**config.mk**
```make
export PLATFORM = sky130hd
export DESIGN_NAME = mod_arbiter_flat
export DESIGN_NICKNAME = d
export VERILOG_FILES = /design/src/rtl/mod_arbiter_if.sv /design/src/rtl/mod_arbiter.sv /design/src/flat_wrapper.sv
export SDC_FILE = /design/constraint.sdc
export NUM_CORES = 1
export LEC_CHECK = 0
export ABC_AREA = 1
export CORE_AREA = 2 2 158 160
export DETAILED_ROUTE_END_ITERATION = 8
export DIE_AREA = 0 0 160 162
export SYNTH_ARGS = -nofsm -noshare
export SYNTH_HDL_FRONTEND = slang
export SYNTH_SLANG_ARGS = --single-unit
```
**constraint.sdc**
```tcl
create_clock -name clk -period 5.04 [get_ports clk]
set_input_delay 1.008 -clock clk [delete_from_list [all_inputs] [get_ports clk]]
set_output_delay 1.008 -clock clk [all_outputs]
set_load 0.01 [all_outputs]
```
**src/rtl/mod_arbiter_if.sv**
```systemverilog
// rtl/mod_arbiter_if.sv - client-side request/response bundle for the shared mod unit arbiter
interface mod_arbiter_if #(
  parameter int NREQ = 4,
  parameter int W    = 32,
  parameter int IDW  = 2
);
  logic [NREQ-1:0]   req_valid;
  logic [NREQ*W-1:0] req_A;
  logic [NREQ*W-1:0] req_B;
  logic [NREQ-1:0]   req_ready;
  logic              resp_valid;
  logic              resp_ready;
  logic [IDW-1:0]    resp_id;
  logic [W-1:0]      resp_result;
  logic              resp_err;

  modport slave (
    input  req_valid, req_A, req_B, resp_ready,
    output req_ready, resp_valid, resp_id, resp_result, resp_err
  );

  modport master (
    output req_valid, req_A, req_B, resp_ready,
    input  req_ready, resp_valid, resp_id, resp_result, resp_err
  );
endinterface

```
**src/rtl/mod_arbiter.sv**
```systemverilog
// rtl/mod_arbiter.sv - round-robin sequencer sharing one mod unit among NREQ requesters
module mod_arbiter #(
  parameter int NREQ = 4,
  parameter int W    = 32,
  parameter int IDW  = 2
) (
  input  logic         clk,
  input  logic         reset,
  mod_arbiter_if.slave cl,
  output logic         busy,
  output logic         mod_start,
  output logic [W-1:0] mod_A,
  output logic [W-1:0] mod_B,
  input  logic [W-1:0] mod_result,
  input  logic         mod_done
);

  typedef enum logic [1:0] {IDLE, START, WAIT, RESP} state_t;

  state_t         state_q, state_d;
  logic [IDW-1:0] ptr_q, ptr_d;
  logic [IDW-1:0] id_q, id_d;
  logic [W-1:0]   a_q, a_d;
  logic [W-1:0]   b_q, b_d;
  logic [W-1:0]   res_q, res_d;
  logic           err_q, err_d;
  logic           first_q, first_d;
  logic           start_q, start_d;
  logic           valid_q, valid_d;
  logic           busy_q, busy_d;

  logic           found;
  logic [IDW-1:0] gnt_idx;
  logic [IDW:0]   cand;
  logic [NREQ-1:0] req_ready;
  logic [W-1:0]   a_arr [NREQ];
  logic [W-1:0]   b_arr [NREQ];

  for (genvar i = 0; i < NREQ; i++) begin : g_unpack
    assign a_arr[i] = cl.req_A[i*W +: W];
    assign b_arr[i] = cl.req_B[i*W +: W];
  end

  // First valid requester scanning upward from ptr, wrapping modulo NREQ.
  always_comb begin
    found   = 1'b0;
    gnt_idx = '0;
    cand    = '0;
    for (int i = 0; i < NREQ; i++) begin
      cand = {1'b0, ptr_q} + (IDW+1)'(i);
      if (cand >= (IDW+1)'(NREQ)) begin
        cand = cand - (IDW+1)'(NREQ);
      end
      if (!found && cl.req_valid[cand[IDW-1:0]]) begin
        found   = 1'b1;
        gnt_idx = cand[IDW-1:0];
      end
    end
  end

  always_comb begin
    state_d   = state_q;
    ptr_d     = ptr_q;
    id_d      = id_q;
    a_d       = a_q;
    b_d       = b_q;
    res_d     = res_q;
    err_d     = err_q;
    first_d   = first_q;
    req_ready = '0;

    unique case (state_q)
      IDLE: begin
        if (found && !reset) begin
          req_ready[gnt_idx] = 1'b1;
          a_d   = a_arr[gnt_idx];
          b_d   = b_arr[gnt_idx];
          id_d  = gnt_idx;
          ptr_d = (gnt_idx == IDW'(NREQ-1)) ? '0 : gnt_idx + IDW'(1);
          if (b_arr[gnt_idx] == '0) begin
            // B=0 would never terminate in the unit, so answer locally.
            err_d   = 1'b1;
            res_d   = '0;
            state_d = RESP;
          end else begin
            state_d = START;
          end
        end
      end
      START: begin
        first_d = 1'b1;
        state_d = WAIT;
      end
      WAIT: begin
        // First WAIT cycle may still show done from the previous op.
        first_d = 1'b0;
        if (!first_q && mod_done) begin
          res_d   = mod_result;
          err_d   = 1'b0;
          state_d = RESP;
        end
      end
      RESP: begin
        if (cl.resp_ready) begin
          state_d = IDLE;
        end
      end
      default: state_d = IDLE;
    endcase

    start_d = (state_d == START);
    valid_d = (state_d == RESP);
    busy_d  = (state_d != IDLE);
  end

  always_ff @(posedge clk) begin
    if (reset) begin
      state_q <= IDLE;
      ptr_q   <= '0;
      id_q    <= '0;
      a_q     <= '0;
      b_q     <= '0;
      res_q   <= '0;
      err_q   <= 1'b0;
      first_q <= 1'b0;
      start_q <= 1'b0;
      valid_q <= 1'b0;
      busy_q  <= 1'b0;
    end else begin
      state_q <= state_d;
      ptr_q   <= ptr_d;
      id_q    <= id_d;
      a_q     <= a_d;
      b_q     <= b_d;
      res_q   <= res_d;
      err_q   <= err_d;
      first_q <= first_d;
      start_q <= start_d;
      valid_q <= valid_d;
      busy_q  <= busy_d;
    end
  end

  assign busy           = busy_q;
  assign mod_start      = start_q;
  assign mod_A          = a_q;
  assign mod_B          = b_q;
  assign cl.req_ready   = req_ready;
  assign cl.resp_valid  = valid_q;
  assign cl.resp_id     = id_q;
  assign cl.resp_result = res_q;
  assign cl.resp_err    = err_q;

endmodule
```
**src/flat_wrapper.sv**
```systemverilog
// flat-port wrapper written by rule: the top's interface ports become plain ports
module mod_arbiter_flat 
#(
  parameter int NREQ = 4,
  parameter int W    = 32,
  parameter int IDW  = 2
)
  (clk, reset, busy, mod_start, mod_A, mod_B, mod_result, mod_done, cl_req_valid, cl_req_A, cl_req_B, cl_resp_ready, cl_req_ready, cl_resp_valid, cl_resp_id, cl_resp_result, cl_resp_err);
  mod_arbiter_if #(.NREQ(NREQ), .W(W), .IDW(IDW)) cl_i ();
  input  logic clk;
  input  logic reset;
  output logic busy;
  output logic mod_start;
  output logic [W-1:0] mod_A;
  output logic [W-1:0] mod_B;
  input  logic [W-1:0] mod_result;
  input  logic mod_done;
  input wire logic [$bits(cl_i.req_valid)-1:0] cl_req_valid;
  input wire logic [$bits(cl_i.req_A)-1:0] cl_req_A;
  input wire logic [$bits(cl_i.req_B)-1:0] cl_req_B;
  input wire logic [$bits(cl_i.resp_ready)-1:0] cl_resp_ready;
  output wire logic [$bits(cl_i.req_ready)-1:0] cl_req_ready;
  output wire logic [$bits(cl_i.resp_valid)-1:0] cl_resp_valid;
  output wire logic [$bits(cl_i.resp_id)-1:0] cl_resp_id;
  output wire logic [$bits(cl_i.resp_result)-1:0] cl_resp_result;
  output wire logic [$bits(cl_i.resp_err)-1:0] cl_resp_err;
  assign cl_i.req_valid = cl_req_valid;
  assign cl_i.req_A = cl_req_A;
  assign cl_i.req_B = cl_req_B;
  assign cl_i.resp_ready = cl_resp_ready;
  assign cl_req_ready = cl_i.req_ready;
  assign cl_resp_valid = cl_i.resp_valid;
  assign cl_resp_id = cl_i.resp_id;
  assign cl_resp_result = cl_i.resp_result;
  assign cl_resp_err = cl_i.resp_err;
  mod_arbiter #(.NREQ(NREQ), .W(W), .IDW(IDW)) u_core (.clk(clk), .reset(reset), .cl(cl_i), .busy(busy), .mod_start(mod_start), .mod_A(mod_A), .mod_B(mod_B), .mod_result(mod_result), .mod_done(mod_done));
endmodule
```
== Yosys cells after proc, flatten, opt, wreduce, memory -nomap -nowiden ==
Cells that the tools add are included.

* Register bits after elaboration: 107
* Bits in latches: 0
* RAM bits: 0
* Memory bits (read-only): 0
* Input bits: 296
* Logic and storage cells: 103
* Memories kept: 0

* Add/subtract/negate cells: 8
* $mul: 0
* Divide/modulo/power cells: 0
* Order comparisons: 11
* Equality and inequality tests: 9
* Shift-type cells: 0
* Muxes and demuxes: 45
* Bitwise operators: 1
* Reduce and logical (&&, ||, !) cells: 18

{| class="wikitable"
|+ Operator list
! cell !! count
|-
| 32-bit two-way mux || 7
|-
| 32-bit binary-select mux with 2-bit select || 2
|-
| 32-bit case mux with 2 select lines || 1
|-
| 32-bit logical NOT || 1
|-
| 2-bit two-way mux || 13
|-
| 2-bit by 3-bit < comparator with 1-bit output (second input constant) || 5
|-
| 3-bit >= comparator (second input constant) || 4
|-
| 1-bit two-way mux || 12
|-
| 1-bit binary-select mux with 2-bit select || 4
|-
| 2-bit equality test (second input constant) || 4
|-
| 4-bit two-way mux || 2
|-
| 2-bit case mux with 4 select lines || 1
|-
| 2-bit by 1-bit subtractor with 2-bit output (second input constant) || 4
|-
| 2-bit by 2-bit adder with 3-bit output (second input constant) || 2
|-
| 1-bit logical AND || 6
|-
| 2-bit by 1-bit inequality test with 1-bit output (second input constant) || 3
|-
| 2-bit nonzero test || 3
|-
| 1-bit logical NOT || 5
|-
| 2-bit by 1-bit equality test with 1-bit output (second input constant) || 2
|-
| 1-bit case mux with 2 select lines || 2
|-
| 4-bit AND reduction || 1
|-
| 2-bit by 1-bit adder with 3-bit output (second input constant) || 1
|-
| 2-bit by 3-bit >= comparator with 1-bit output (second input constant) || 1
|-
| 2-bit inverter with 3-bit output || 1
|-
| 5 further kinds || 5
|}

== Logic depth before layout (Yosys ltp) ==
Gate-level depths: netlist (run 1).

* Word-level depth: 23
* Depth in mapped cells: 25
* Gate-level depth less buffers: 23

== Least setup slack after synthesis (run 1) ==
OpenSTA, ideal clock, no wires.

* Kind: in2out
* From: input port cl_req_valid[3]
* To: output port cl_req_ready[1]
* Arrival time: 2.830 ns
* Path slack: 1.202 ns
* Stages: 15
* Path buffers: 3
* Cells stage by stage: inv_1 > nand2_1 > nand3_1 > nand2_1 > nand2_1 > nand2_1 > nand2_1 > nand3_2 > inv_2 > clkbuf_1 > buf_2 > buf_1 > ha_1 > nand2_1 > nor2_1

* Word-level cells in the longest chain between the ends: 18

{| class="wikitable"
|+ Ends and longest elaborated chain
! what !! line !! text
|-
| start: declaration || flat_wrapper.sv:18 || <nowiki>input wire logic [$bits(cl_i.req_valid)-1:0] cl_req_valid;</nowiki>
|-
| 1-bit binary-select mux with 2-bit select || mod_arbiter.sv:54 || <nowiki>if (!found && cl.req_valid[cand[IDW-1:0]]) begin</nowiki>
|-
| 1-bit two-way mux (not written as such) || mod_arbiter.sv:54 ||
|-
| 1-bit two-way mux || mod_arbiter.sv:54 ||
|-
| 1-bit logical NOT || mod_arbiter.sv:54 ||
|-
| 1-bit logical AND || mod_arbiter.sv:54 ||
|-
| 1-bit two-way mux || mod_arbiter.sv:54 ||
|-
| 1-bit logical NOT || mod_arbiter.sv:54 ||
|-
| 1-bit logical AND || mod_arbiter.sv:54 ||
|-
| (+3 left out) || -- ||
|-
| 2-bit two-way mux * || mod_arbiter.sv:54 ||
|-
| net u_core.gnt_idx[0] || mod_arbiter.sv:33 || <nowiki>logic [IDW-1:0] gnt_idx;</nowiki>
|-
| 2-bit by 3-bit < comparator with 1-bit output (not written as such) / 2-bit by 1-bit >= comparator with 1-bit output (equally long branches) || mod_arbiter.sv:75 || <nowiki>req_ready[gnt_idx] = 1'b1;</nowiki>
|-
| 1-bit logical AND (not written as such) || mod_arbiter.sv:75 ||
|-
| 1-bit two-way mux (not written as such) || mod_arbiter.sv:75 ||
|-
| 1-bit demux with 2-bit select * || -- ||
|-
| 4-bit two-way mux * || mod_arbiter.sv:74 || <nowiki>if (found && !reset) begin</nowiki>
|-
| 4-bit two-way mux * || mod_arbiter.sv:72 || <nowiki>unique case (state_q)</nowiki>
|-
| end: declaration || flat_wrapper.sv:22 || <nowiki>output wire logic [$bits(cl_i.req_ready)-1:0] cl_req_ready;</nowiki>
|}

The timed path passes the listed nets; every way through them passes the cells marked *. The select of a mux whose other input is x is not followed.

== Worst setup path after layout (run 1) ==
* From: input port cl_req_valid[3]
* To: output port cl_req_ready[3]

* Word-level cells in the longest chain between the ends: 18

{| class="wikitable"
|+ Ends and longest elaborated chain
! what !! line
|-
| 1-bit binary-select mux with 2-bit select || mod_arbiter.sv:54
|-
| 1-bit two-way mux (not written as such) || mod_arbiter.sv:54
|-
| 1-bit two-way mux || mod_arbiter.sv:54
|-
| 1-bit logical NOT || mod_arbiter.sv:54
|-
| 1-bit logical AND || mod_arbiter.sv:54
|-
| 1-bit two-way mux || mod_arbiter.sv:54
|-
| 1-bit logical NOT || mod_arbiter.sv:54
|-
| 1-bit logical AND || mod_arbiter.sv:54
|-
| (+2 left out) || --
|-
| 1-bit logical AND || mod_arbiter.sv:54
|-
| 2-bit two-way mux || mod_arbiter.sv:54
|-
| 2-bit by 3-bit < comparator with 1-bit output (not written as such) / 2-bit by 1-bit >= comparator with 1-bit output (equally long branches) || mod_arbiter.sv:75
|-
| 1-bit logical AND (not written as such) || mod_arbiter.sv:75
|-
| 1-bit two-way mux (not written as such) || mod_arbiter.sv:75
|-
| 1-bit demux with 2-bit select || --
|-
| 4-bit two-way mux * || mod_arbiter.sv:74
|-
| 4-bit two-way mux * || mod_arbiter.sv:72
|}

Mark *: on every way between the ends. The rest lies on a longest branch, timed or not. The select of a mux whose other input is x is not followed.

==> results.json, run 1 <==
{
  "gp_congestion": 0.901,
  "cp_num_buf_inv": 5,
  "hold_violations": 0,
  "yosys_register_bits": 107,
  "multi_input_comb_area_um2": 3940,
  "grt_pass1_vias": 7980,
  "numClockSinks": 107,
  "crit_family": "buffers and inverters",
  "power.total_w": 0.00775,
  "vias": 8535,
  "ys.flop_type": "dfxtp_1",
  "die_y_um": 162,
  "final_cell_mix": "401 x clkdlybuf4s50_1, 365 x nand2_1, 115 x nand3_1",
  "swShare": 0.528,
  "synth_cell_types": 26,
  "clock.fmax_mhz": 221,
  "layout.cells.non_filler": 1787,
  "max-cap-violations": 0,
  "cpMostUsedCell": "nand2_1",
  "n_fill_cell": 2554,
  "avgSynthCellArea_um2": 6.04,
  "cts_htree_levels": 3,
  "period_share": 0.899,
  "cp_max_fo": 15,
  "cts-root-buf": "clkbuf_16",
  "status": "finished, final reports clean",
  "drc": 0,
  "grt_pass1_wl_um": 45700,
  "drive_above_1_share": 0.0479,
  "synth_seq_area_share": 0.317,
  "final.setup_skew_ns": 0.0146,
  "ant_nets": 0,
  "wl_um": 29900,
  "fin_nets": 1761,
  "arrival_ns": 3.52,
  "yosysTopAreaCellShare": 0.317,
  "drt_iter0_markers": 820,
  "slew_headroom": 0.430,
  "netlist_instances": 1119,
  "yosys.area.top_type": "dfxtp_1",
  "combPwrFrac": 0.717,
  "whs_path_depth": 2,
  "hold_slack_ns": 0.464,
  "antenna_found_initial": 1,
  "dp.cells": 1770,
  "worstPathCellList": "clkdlybuf4s50_1, inv_1, nand2_1, nand3_1, nand2_1, inv_1, nand3_2, nand3_4, inv_2, ha_1, nand2_1, nor2_1, clkdlybuf4s50_1",
  "clkLatencyLatePin_ns": 0.35,
  "ys_warn_count": 0,
  "p_per_area_nw_per_um2": 690,
  "p_seq_frac": 0.184,
  "initial_utilization": 0.280,
  "synth_edf_count": 0,
  "crit_cells": 13,
  "switchingPower_w": 0.00409,
  "grt_max_degree": 79,
  "synthesis.area_um2": 6760,
  "grt_setup_unrepaired": "no",
  "synthTopCellsByArea": "dfxtp_1 32%, nand2_1 20%, nand3_1 8.6%, a21oi_1 6.4%, o21ai_0 6.2%",
  "core_um2": 24100,
  "regArea_um2": 2140,
  "area_delta_synth_final_pct": 66.0,
  "place_hpwl_um": 22500,
  "p_int_w": 0.00366,
  "setup_viol": 0,
  "overflow": 0,
  "max_stage_delay_ns": 0.61,
  "worst_r2r_path_depth": 22,
  "slew_violations": 0,
  "hold_buffers": 0,
  "ctsResizeCount": 0,
  "ios": 402,
  "routedWlPerCell_um": 16.7,
  "crit_slowest_cell": "clkdlybuf4s50_1",
  "synthArstFlopShare": 0,
  "clock_power_share": 0.099,
  "clockBufferDepth": 2,
  "p_leak_nw": 4.75,
  "first_pass_iters": 5,
  "die_w_um": 160,
  "cts_tree": "yes",
  "cp-start-kind": "input pin",
  "cts_made_buffers": 9,
  "vias_per_cell": 4.78,
  "worstSetupPathType": "input pin to output port",
  "worst_pin_slew_ns": 0.855,
  "tns_ns": 0,
  "period_minus_slack_ns": 4.53,
  "track_usage": 0.223,
  "die_area_um2": 25900,
  "fp-row-count": 57,
  "port_buffers": 401,
  "ir_worst_vdd_mv": 0.397,
  "mostFrequentLayoutCell": "clkdlybuf4s50_1",
  "syn_nets": 1423,
  "post_cts_buffers": 0,
  "clkTransAtPathRegs_ns": 0.07,
  "crit_required_ns": 4.03,
  "utilization": 0.466,
  "hold_path.class": "flop to flop",
  "endpoint_kind": "output port"
}
## registers in the layout, indices dropped and copies added (netlist names)
signal	count
u_core.cl.resp_result	32
u_core.busy	1
u_core.cl.resp_err	1
u_core.ptr_q	2
u_core.mod_A	32
u_core.mod_start	1
u_core.cl.resp_valid	1
u_core.cl.resp_id	2
u_core.mod_B	32
u_core.first_q	1
u_core.state_q	2
## layer usage
layer,wire length (µm),up-vias,global-route usage
li1,-,4351,-
met1,13300,3809,0.297
met2,13900,337,0.370
met3,1960,38,0.0370
met4,708,0,0.0684
met5,0,-,0
## synthesized netlist by cell type (10+ instances only)
| library cell | instances |
|---|---|
| inv_1 | 55 |
| dfxtp_1 | 107 |
| o21ai_0 | 84 |
| nor2_1 | 97 |
| nand3_1 | 116 |
| buf_1 | 10 |
| nand4_1 | 56 |
| clkbuf_1 | 42 |
| buf_2 | 27 |
| nand2_1 | 366 |
| a21oi_1 | 86 |
## worst paths after layout
kind | slack, ns | endpoint | from
setup / recovery | 0.51 | cl_req_ready[3] | cl_req_valid[3]
hold / removal | 0.46 | u_core.mod_A[3]$_SDFFE_PP0P_ | u_core.mod_A[3]$_SDFFE_PP0P_
setup reg to reg | 1.26 | u_core.cl.resp_result[17]$_SDFFE_PP0P_ | u_core.ptr_q[0]$_SDFFE_PP0P_
hold reg to reg | 0.46 | u_core.mod_A[3]$_SDFFE_PP0P_ | u_core.mod_A[3]$_SDFFE_PP0P_
## cells by family after synthesis
family,share of synthesized area
fa+ha+maj,0.0148
flops,0.317
simple gates,0.419
buf+inv,0.103
compound gates,0.146
## power by group through the flow
stage	Clock, W	Combinational [W]	Sequential (W)
floorplan	0	0.00335	0.00157
global placement	0	0.00552	0.00143
detailed placement	0	0.00554	0.00144
CTS	0.000794	0.00556	0.00142
global route	0.000832	0.00617	0.00147
finish	0.000770	0.00556	0.00143
## worst min-delay path, stage by stage, from the launching register on
cell and delay (ns):
dfxtp_1 0.31, nand2_1 0.06, a21oi_1 0.05
## area by class of cell
cell class,count,share of cell area
tap,324,0.0361
multi-input combinational,855,0.351
clock inverter,6,0.00680
clock buffer,10,0.0213
sequential,107,0.191
inverter,65,0.0217
timing repair buffer,419,0.372
antenna,1,0.000223
## stage by stage
stage	cell area (µm²)	worst slack, ns
after global routing	11200	0.301
after floorplan	6760	1.20
after global placement	10900	0.491
after detailed placement	10900	0.465
after CTS	11200	0.466
final	11200	0.511
No activity file was read; power rests on OpenSTA's default activity.
==> run 2: changes to the inputs <==
- PLACE_DENSITY: default -> 0.65
- clock period: 5.04 -> 3.85 ns (I/O delays scaled with it)
==> results.json, run 2 (synthesized netlist as in run 1, its figures left out) <==
{
  "status": "finished, final reports clean",
  "crit_slowest_cell": "clkdlybuf4s50_1",
  "worstPathCellList": "clkdlybuf4s50_1, inv_1, nand2_1, nand3_1, nand2_1, inv_1, nand3_1, nand3_1, nand2_2, buf_12, ha_1, nand2_1, nor2_1, dlygate4sd2_1",
  "ant_nets": 0,
  "port_buffers": 401,
  "worstSetupPathType": "input pin to output port",
  "power.total_w": 0.0105,
  "period_share": 0.930,
  "die_w_um": 160,
  "drt_iter0_markers": 704,
  "ios": 402,
  "endpoint_kind": "output port",
  "cts_tree": "yes",
  "crit_required_ns": 3.08,
  "post_cts_buffers": 0,
  "grt_pass1_vias": 8110,
  "mostFrequentLayoutCell": "clkdlybuf4s50_1",
  "p_int_w": 0.00513,
  "hold_violations": 0,
  "cts_htree_levels": 3,
  "slew_headroom": 0.444,
  "period_minus_slack_ns": 3.58,
  "regArea_um2": 2140,
  "vias": 8680,
  "die_y_um": 162,
  "initial_utilization": 0.280,
  "place_hpwl_um": 22400,
  "grt_max_degree": 79,
  "n_fill_cell": 2488,
  "wl_um": 29100,
  "core_um2": 24100,
  "p_per_area_nw_per_um2": 917,
  "numClockSinks": 107,
  "vias_per_cell": 4.80,
  "multi_input_comb_area_um2": 3940,
  "area_delta_synth_final_pct": 69.7,
  "clkTransAtPathRegs_ns": 0.07,
  "antenna_found_initial": 0,
  "layout.cells.non_filler": 1810,
  "clock.fmax_mhz": 279,
  "design_area_um2": 11500,
  "max-cap-violations": 0,
  "arrival_ns": 2.81,
  "p_leak_nw": 4.93,
  "num_antenna_cells": 0,
  "clkLatencyLatePin_ns": 0.36,
  "grt_setup_unrepaired": "no",
  "p_seq_frac": 0.177,
  "cp_max_fo": 24,
  "overflow": 0,
  "final_cell_mix": "397 x clkdlybuf4s50_1, 366 x nand2_1, 115 x nand3_1",
  "switchingPower_w": 0.00539,
  "routedWlPerCell_um": 16.1,
  "die_area_um2": 25900,
  "gp_congestion": 0.929,
  "clock_power_share": 0.085,
  "hold_slack_ns": 0.463,
  "combPwrFrac": 0.738,
  "max_stage_delay_ns": 0.48,
  "dp.cells": 1796,
  "cts-root-buf": "clkbuf_16",
  "final.setup_skew_ns": 0.0131,
  "fin_nets": 1786,
  "slew_violations": 0,
  "clockBufferDepth": 2,
  "track_usage": 0.216,
  "grt_pass1_wl_um": 44500,
  "fp-row-count": 57,
  "swShare": 0.513,
  "hold_path.class": "flop to flop",
  "cp-start-kind": "input pin",
  "worst_pin_slew_ns": 0.835,
  "ir_worst_vdd_mv": 0.665,
  "drive_above_1_share": 0.0626,
  "placed_area_um2": 11200,
  "first_pass_iters": 7,
  "cts_made_buffers": 9,
  "utilization": 0.476,
  "drc": 0,
  "setup_viol": 0
}
run 2: cell count changes in the layout (fill, tap and decap cells not counted), sizes merged:
cell / delta
dlymetal6s2s: +2
inv: -2
dlygate4sd2: +2
clkinv: +1
clkdlybuf4s50: -4
clkinvlp: +2
clkbuf: -1
bufinv: -1
diode: -1
buf: +25
run 2: layout make-up:
type	instances	area share
Timing Repair Buffer	444	0.389
Multi-Input combinational cell	855	0.343
Sequential cell	107	0.187
Tap cell	324	0.0353
Inverter	65	0.0213
Clock buffer	9	0.0196
Clock inverter	6	0.00425
run 2: worst paths after layout:
path	slack (ns)	from	cells after the start	end
max	0.27	cl_req_valid[3]	14	cl_req_ready[0]
min	0.46	u_core.mod_A[29]$_SDFFE_PP0P_	2	u_core.mod_A[29]$_SDFFE_PP0P_
max reg2reg	0.52	u_core.ptr_q[0]$_SDFFE_PP0P_	24	u_core.cl.resp_result[22]$_SDFFE_PP0P_
min reg2reg	0.46	u_core.mod_A[29]$_SDFFE_PP0P_	2	u_core.mod_A[29]$_SDFFE_PP0P_
run 2: power by group through the flow:
stage | combinational [W] | clock (W) | sequential, W
after floorplan | 0.00438 | 0 | 0.00206
after global placement | 0.00771 | 0 | 0.00187
after detailed placement | 0.00774 | 0 | 0.00188
after CTS | 0.00776 | 0.000930 | 0.00186
after global routing | 0.00853 | 0.000970 | 0.00192
final | 0.00776 | 0.000896 | 0.00186
run 2: repair_timing:
item                       CTS  global route
gates resized for setup      2             3
hold buffers                 0             0
setup endpoints to repair    2             4
hold endpoints to repair     0             0
run 2: through the flow:
step	worst slack, ns	setup TNS [ns]
6_report	0.271	0
5_1_grt	0.0225	0
4_1_cts	0.0686	0
3_5_place_dp	-0.0168	-0.0286
3_3_place_gp	0.0184	0
2_1_floorplan	0.488	0
run 2: worst max-delay path, delay by kind of cell:
family	cells	cell delay (ns)
simple gates	8	0.73
fa+ha+maj	1	0.17
buf+inv	5	1.15
run 2: routing by layer:
layer,share of wire,up-vias,GRT usage
li1,-,4399,-
met2,0.46,340,0.353
met4,0.030,0,0.0848
met1,0.44,3891,0.281
met5,0,-,0
met3,0.068,50,0.0457
==> run 3: changes to the inputs <==
- SLEW_MARGIN: default -> 30
==> results of run 3 <==
The final DEF is identical to that of run 2; final timing and power are the same.
